### src/rtl/mac_pkg.sv
// Shared constants and FSM state encoding for the 4x4 multiply-accumulate block.
package mac_pkg;

   localparam int OPND_W = 4;
   localparam int PROD_W = 8;

   typedef enum logic [1:0] {
      IDLE  = 2'd0,
      ACCUM = 2'd1,
      HOLD  = 2'd2
   } state_t;

endpackage

### src/rtl/mac_4x4_accum_if.sv
// Operand/result bus of mac_4x4_accum. Both sides use valid/ready: a transfer
// happens on the rising edge where valid and ready are both high; valid, once raised, holds its payload until that edge.
interface mac_4x4_accum_if #(
   parameter int ACC_W = 16
);
   import mac_pkg::*;

   logic              clear;
   logic              in_valid;
   logic              in_ready;
   logic [OPND_W-1:0] a;
   logic [OPND_W-1:0] b;
   logic              in_last;
   logic              out_valid;
   logic              out_ready;
   logic [ACC_W-1:0]  acc_out;
   logic              overflow;

   modport master (
      output clear, in_valid, a, b, in_last, out_ready,
      input  in_ready, out_valid, acc_out, overflow
   );

   modport slave (
      input  clear, in_valid, a, b, in_last, out_ready,
      output in_ready, out_valid, acc_out, overflow
   );

endinterface

### src/rtl/mac_4x4_accum_mul4.sv
// mul4_array: combinational unsigned 4x4 multiplier built from shifted partial products.
module mul4_array
   import mac_pkg::*;
(
   input  logic [OPND_W-1:0] a,
   input  logic [OPND_W-1:0] b,
   output logic [PROD_W-1:0] prod
);

   always_comb begin
      prod = '0;
      for (int i = 0; i < OPND_W; i++) begin
         if (b[i]) prod = prod + (PROD_W'(a) << i);
      end
   end

endmodule

### src/rtl/mac_4x4_accum.sv
// Packet multiply-accumulate: S1 registers a*b, S2 sums it; result held until taken.
// Define MAC_SATURATE_EN to saturate the accumulator instead of wrapping.
module mac_4x4_accum
   import mac_pkg::*;
#(
   parameter int ACC_W = 16
) (
   input  logic           clk,
   input  logic           rst_n,
   mac_4x4_accum_if.slave bus,
   output state_t         dbg_state
);

   localparam int SUM_W = ACC_W + 1;

   state_t             state;
   logic               p_vld;
   logic               p_last;
   logic [PROD_W-1:0]  prod;
   logic [PROD_W-1:0]  prod_q;
   logic [ACC_W-1:0]   acc;
   logic               ovf;
   logic               out_valid;
   logic               accept;
   logic [SUM_W-1:0]   sum;
   logic [ACC_W-1:0]   acc_next;

   mul4_array u_mul (
      .a    (bus.a),
      .b    (bus.b),
      .prod (prod)
   );

   // A last beat waiting in S1 blocks further beats so packets never interleave.
   assign bus.in_ready = (state != HOLD) && !(p_vld && p_last);
   assign accept       = bus.in_valid && bus.in_ready && !bus.clear;

   assign sum = {1'b0, acc} + SUM_W'(prod_q);

`ifdef MAC_SATURATE_EN
   assign acc_next = (sum[ACC_W] || ovf) ? {ACC_W{1'b1}} : sum[ACC_W-1:0];
`else
   assign acc_next = sum[ACC_W-1:0];
`endif

   always_ff @(posedge clk) begin
      if (!rst_n || bus.clear) begin
         state     <= IDLE;
         p_vld     <= 1'b0;
         p_last    <= 1'b0;
         prod_q    <= '0;
         acc       <= '0;
         ovf       <= 1'b0;
         out_valid <= 1'b0;
      end else begin
         p_vld <= accept;
         if (accept) begin
            prod_q <= prod;
            p_last <= bus.in_last;
         end
         case (state)
            IDLE: begin
               if (p_vld) begin
                  acc   <= ACC_W'(prod_q);
                  ovf   <= 1'b0;
                  state <= p_last ? HOLD : ACCUM;
               end
            end
            ACCUM: begin
               if (p_vld) begin
                  acc <= acc_next;
                  if (sum[ACC_W]) ovf <= 1'b1;
                  if (p_last) state <= HOLD;
               end
            end
            HOLD: begin
               // out_valid rises one edge after entering HOLD, then waits for the consumer.
               if (out_valid && bus.out_ready) begin
                  out_valid <= 1'b0;
                  state     <= IDLE;
               end else begin
                  out_valid <= 1'b1;
               end
            end
            default: state <= IDLE;
         endcase
      end
   end

   assign bus.out_valid = out_valid;
   assign bus.acc_out   = acc;
   assign bus.overflow  = ovf;
   assign dbg_state     = state;

endmodule

### src/flat_wrapper.sv
// flat-port wrapper written by rule: the top's interface ports become plain ports
module mac_4x4_accum_flat import mac_pkg::*;
#(
   parameter int ACC_W = 16
)
  (clk, rst_n, dbg_state, bus_clear, bus_in_valid, bus_a, bus_b, bus_in_last, bus_out_ready, bus_in_ready, bus_out_valid, bus_acc_out, bus_overflow);
  mac_4x4_accum_if #(.ACC_W(ACC_W)) bus_i ();
  input  logic clk;
  input  logic rst_n;
  output state_t dbg_state;
  input wire logic [$bits(bus_i.clear)-1:0] bus_clear;
  input wire logic [$bits(bus_i.in_valid)-1:0] bus_in_valid;
  input wire logic [$bits(bus_i.a)-1:0] bus_a;
  input wire logic [$bits(bus_i.b)-1:0] bus_b;
  input wire logic [$bits(bus_i.in_last)-1:0] bus_in_last;
  input wire logic [$bits(bus_i.out_ready)-1:0] bus_out_ready;
  output wire logic [$bits(bus_i.in_ready)-1:0] bus_in_ready;
  output wire logic [$bits(bus_i.out_valid)-1:0] bus_out_valid;
  output wire logic [$bits(bus_i.acc_out)-1:0] bus_acc_out;
  output wire logic [$bits(bus_i.overflow)-1:0] bus_overflow;
  assign bus_i.clear = bus_clear;
  assign bus_i.in_valid = bus_in_valid;
  assign bus_i.a = bus_a;
  assign bus_i.b = bus_b;
  assign bus_i.in_last = bus_in_last;
  assign bus_i.out_ready = bus_out_ready;
  assign bus_in_ready = bus_i.in_ready;
  assign bus_out_valid = bus_i.out_valid;
  assign bus_acc_out = bus_i.acc_out;
  assign bus_overflow = bus_i.overflow;
  mac_4x4_accum #(.ACC_W(ACC_W)) u_core (.clk(clk), .rst_n(rst_n), .bus(bus_i), .dbg_state(dbg_state));
endmodule
### config.mk
export PLATFORM = sky130hd
export DESIGN_NAME = mac_4x4_accum_flat
export DESIGN_NICKNAME = d
export VERILOG_FILES = /design/src/rtl/mac_pkg.sv /design/src/rtl/mac_4x4_accum_if.sv /design/src/rtl/mac_4x4_accum_mul4.sv /design/src/rtl/mac_4x4_accum.sv /design/src/flat_wrapper.sv
export SDC_FILE = /design/constraint.sdc
export NUM_CORES = 1
export LEC_CHECK = 0
export CORE_MARGIN = 1.5
export CORE_UTILIZATION = 46
export DETAILED_ROUTE_END_ITERATION = 10
export PLACE_DENSITY = 0.7
export RECOVER_POWER = 100
export SYNTH_ARGS = -nofsm -noshare
export SYNTH_HDL_FRONTEND = slang
export SYNTH_SLANG_ARGS = --single-unit
### constraint.sdc
create_clock -name clk -period 4.8 [get_ports clk]
set_input_delay 0.48 -clock clk [delete_from_list [all_inputs] [get_ports clk]]
set_output_delay 0.48 -clock clk [all_outputs]
set_load 0.02 [all_outputs]
==> reports/qor.csv, run 1 <==
metric;value;unit
status;finished with violations;
violations;capacitance limit, slew limit;
setup_tns;0;ps
fp.dieW;72.58;microns
gp_congestion;0.8768;
power_density;218.6;mW/mm^2
rows;25;
fin_crit_sh;86.25;%
cap_violations;1;
regToRegSetupSlack;1890;ps
area_delta_synth_final;20.17;%
ys_top_cells_by_area;dfxtp_1 27%, ha_1 11%, mux2i_1 6.3%;
dp_hpwl;3858;microns
combinationalPowerShare;18.8;%
diodes;0;
relSlewSlack;-0.4721;%
grt_pass1_vias;1937;
routed_wl;5011;microns
grt_pass1_wl;8528;microns
start_util;47.47;%
p_clk_share;37.4;%
reg2reg_depth;8;
setup_viol;0;
synth_cells;261;
final_util;57.04;%
io_pins;35;
cts_max_path_buffers;2;
hold_viol_final;0;
root_buffer;clkbuf_8;
worstMarginPinSlew;1488;ps
grt_overflow;0;
worstSkewPairLatency;290;ps
die_area;0.005268;sq mm
synth.lib_cells_used.distinct;53;
ant_nets;0;
grt_usage;20.56;%
swShare;28.36;%
endpoint_kind;flop;
slowest_delay;650;ps
first_iter_violations;98;
min_from;u_core.bus.overflow$_SDFFE_PP0P_;
leakagePower;1.103;nW
p_int;0.4192;mW
fin_cells;351;
worstPathRequired;4960;ps
holdCritPathClass;reg -> reg;
fp.dieH;72.58;microns
grt_max_degree;19;
ctsResizeCount;0;
cp-start-kind;input pin;
synth_fp_nets;298;
r2r_end;u_core.bus.acc_out[8]$_SDFFE_PP0P_;
hold_path_depth;1;
avgViaCountPerCell;5.823;
synth_ff_type;dfxtp_1;
clock.fmax;0.2415;GHz
hold_slack;461.4;ps
cts_tree;done;
antenna_found_initial;0;
peakVddDrop;0.00009731;V
pwr-share-seq;43.9;%
seq_area;600.6;sq um
p_sw;0.1660;mW
fin_skew;3.545;ps
yosysWarnings;0;
fin_nets;333;
coreArea;0.004692;sq mm
cts_made_buffers;5;
slew_viol_final;1;
io_buffers;34;
drc;0;
cp.arrival;4300;ps
synth_enable_flop_cells;0;
postCtsHoldBufs;0;
path_clk_slew;70;ps
first_pass_iters;4;
rsz0062_at_grt;false;
worstSetupPathType;in -> reg;
crit_fanout;7;
crit_buf_inv;3;
yosys_register_bits;30;
layout-drive-gt1-share;7.071;%
cts.sinks;30;
yosys.area.top_type;dfxtp_1;
cp_top_family;adder cells;
multi_input_area;0.001516;sq mm
wl_per_cell;14.28;microns
cp_common_cell;nand2_1;
reg2reg_from;u_core.prod_q[0]$_SDFFE_PP0P_;
path_cells;dlygate4sd3_1, and2_0, ha_1, inv_1, fa_1, xnor2_1, nand2_1, xnor2_1, inv_1, ha_1, a21o_1, a21oi_1, xnor2_1, nand2_1, nand2_1, ha_1, a21oi_1, nand2_1, xor2_1, mux2i_1, a21oi_1;
synthesis.area;0.002227;sq mm
async_reset_ff_share;0;%
cts_max_level;2;
final.fill_count;450;
dp_cells;343;
yosysSeqAreaShare;26.97;%
num_vias;2044;
critPathSlowestCell;dlygate4sd3_1;
period_minus_slack;4140;ps
synth_top_area_share;26.97;%
holdPathEnd;u_core.bus.overflow$_SDFFE_PP0P_;
synth_area_per_cell;8.533;sq um
cts_setup_buffers;0;
registers in the layout, indices dropped and copies added (netlist names):
name	flops
u_core.dbg_state	2
u_core.p_vld	1
u_core.bus.out_valid	1
u_core.bus.overflow	1
u_core.prod_q	8
u_core.bus.acc_out	16
u_core.p_last	1
worst register-to-register path: cells and delay by family, from the launching register on:
| family | cells | cell delay [ps] |
|---|---|---|
| buffers and inverters | 1 | 70 |
| AND/OR/NAND/NOR | 1 | 60 |
| adder cells (fa/ha/maj) | 2 | 440 |
| flip-flops | 1 | 330 |
| AO/OA/AOI/OAI | 4 | 1900 |
cell usage in the layout, fill, tap and decap left out, types with 2 or more instances in the layout:
master,n
o211ai_1,5
a2111o_1,4
dlygate4sd3_1,23
o21a_1,4
ha_1,19
clkbuf_8,6
a211oi_1,5
clkdlybuf4s50_1,11
xor2_1,2
a21oi_1,25
or3_1,3
a221oi_1,2
nor2_1,13
fa_1,4
xnor2_1,7
a21o_1,7
nand3_1,6
nor3_1,7
dfxtp_1,30
inv_1,12
nor2b_1,5
mux2i_1,14
or2_2,4
nand2_1,24
nand2b_1,6
o21ai_0,19
power by group through the flow:
stage          Sequential [mW]  Clock (mW)  Combinational (mW)
2_1_floorplan            0.262           0              0.0782
3_3_place_gp             0.262           0               0.109
3_5_place_dp             0.262           0               0.111
4_1_cts                  0.257       0.220               0.112
5_1_grt                  0.257       0.228               0.125
6_report                 0.257       0.219               0.110
layout make-up:
type	count	area share, %
well taps	54	2.525
inverters	13	1.823
clock inverters	2	0.4675
repair buffers	35	13.00
clock buffers	6	3.086
flip-flops and latches	30	22.44
multi-input cells	211	56.66
cells by family after synthesis:
logic type / count (synthesis) / synth area share, %
AOI/OAI and AO/OA: 85 / 26.57
and+or+nand+nor: 80 / 18.93
DFF: 30 / 26.97
adders and majority gates: 23 / 14.27
buffers and inverters: 20 / 3.426
muxes: 14 / 6.292
xor gates and xnor gates: 9 / 3.540
worst max-delay path by stage:
stage              from                             to  slack, ps  depth (start not counted)
6_report       bus_b[0]  u_core.prod_q[6]$_SDFFE_PP0P_        660                         21
5_1_grt        bus_b[0]  u_core.prod_q[5]$_SDFFE_PP0P_        300                         19
4_1_cts        bus_b[0]  u_core.prod_q[6]$_SDFFE_PP0P_        740                         21
3_5_place_dp   bus_b[0]  u_core.prod_q[6]$_SDFFE_PP0P_        420                         21
3_3_place_gp   bus_b[0]  u_core.prod_q[6]$_SDFFE_PP0P_        570                         21
2_1_floorplan  bus_a[1]  u_core.prod_q[6]$_SDFFE_PP0P_       1310                         20
metrics by stage:
stage / area [sq um] / setup WS (ps) / total power [mW]
finish: 2676 / 660.0 / 0.5851
global route: 2676 / 301.0 / 0.6110
CTS: 2710 / 735.8 / 0.5885
detailed placement: 2615 / 424.8 / 0.3738
global placement: 2615 / 571.4 / 0.3713
floorplan: 2227 / 1312 / 0.3399
routing by layer:
layer / global-route usage, % / vias up / share of wire, %
met5: 0 / - / 0
met4: 7.128 / 0 / 1.6
met3: 4.282 / 10 / 3.3
met2: 35.27 / 36 / 50
met1: 25.54 / 967 / 45
li1: - / 1031 / -
cell usage after synthesis, types with 2 or more instances:
| cell | count |
|---|---|
| dfxtp_1 | 30 |
| a21oi_1 | 25 |
| nand2_1 | 24 |
| ha_1 | 19 |
| mux2i_1 | 14 |
| o21ai_0 | 14 |
| inv_1 | 12 |
| nor2_1 | 12 |
| a21o_1 | 7 |
| nor3_1 | 7 |
| xnor2_1 | 7 |
| nand2b_1 | 6 |
| o21ai_1 | 6 |
| a211oi_1 | 5 |
| nand3_1 | 5 |
| nor2b_1 | 5 |
| o211ai_1 | 5 |
| a2111o_1 | 4 |
| clkbuf_1 | 4 |
| fa_1 | 4 |
| o21a_1 | 4 |
| or2_2 | 4 |
| or3_1 | 3 |
| a221oi_1 | 2 |
| and2_1 | 2 |
| buf_1 | 2 |
| nor2_2 | 2 |
| xor2_1 | 2 |
(Power assumes the default switching activity.)
==> run 2: changes to the inputs <==
--- a/config.mk
+++ b/config.mk
@@ -10,6 +10,7 @@
 export DETAILED_ROUTE_END_ITERATION = 10
 export PLACE_DENSITY = 0.7
 export RECOVER_POWER = 100
+export SETUP_SLACK_MARGIN = 0.2
 export SYNTH_ARGS = -nofsm -noshare
 export SYNTH_HDL_FRONTEND = slang
 export SYNTH_SLANG_ARGS = --single-unit
==> results of run 2 <==
No change in the layout: final DEF, timing and power equal those of run 1.
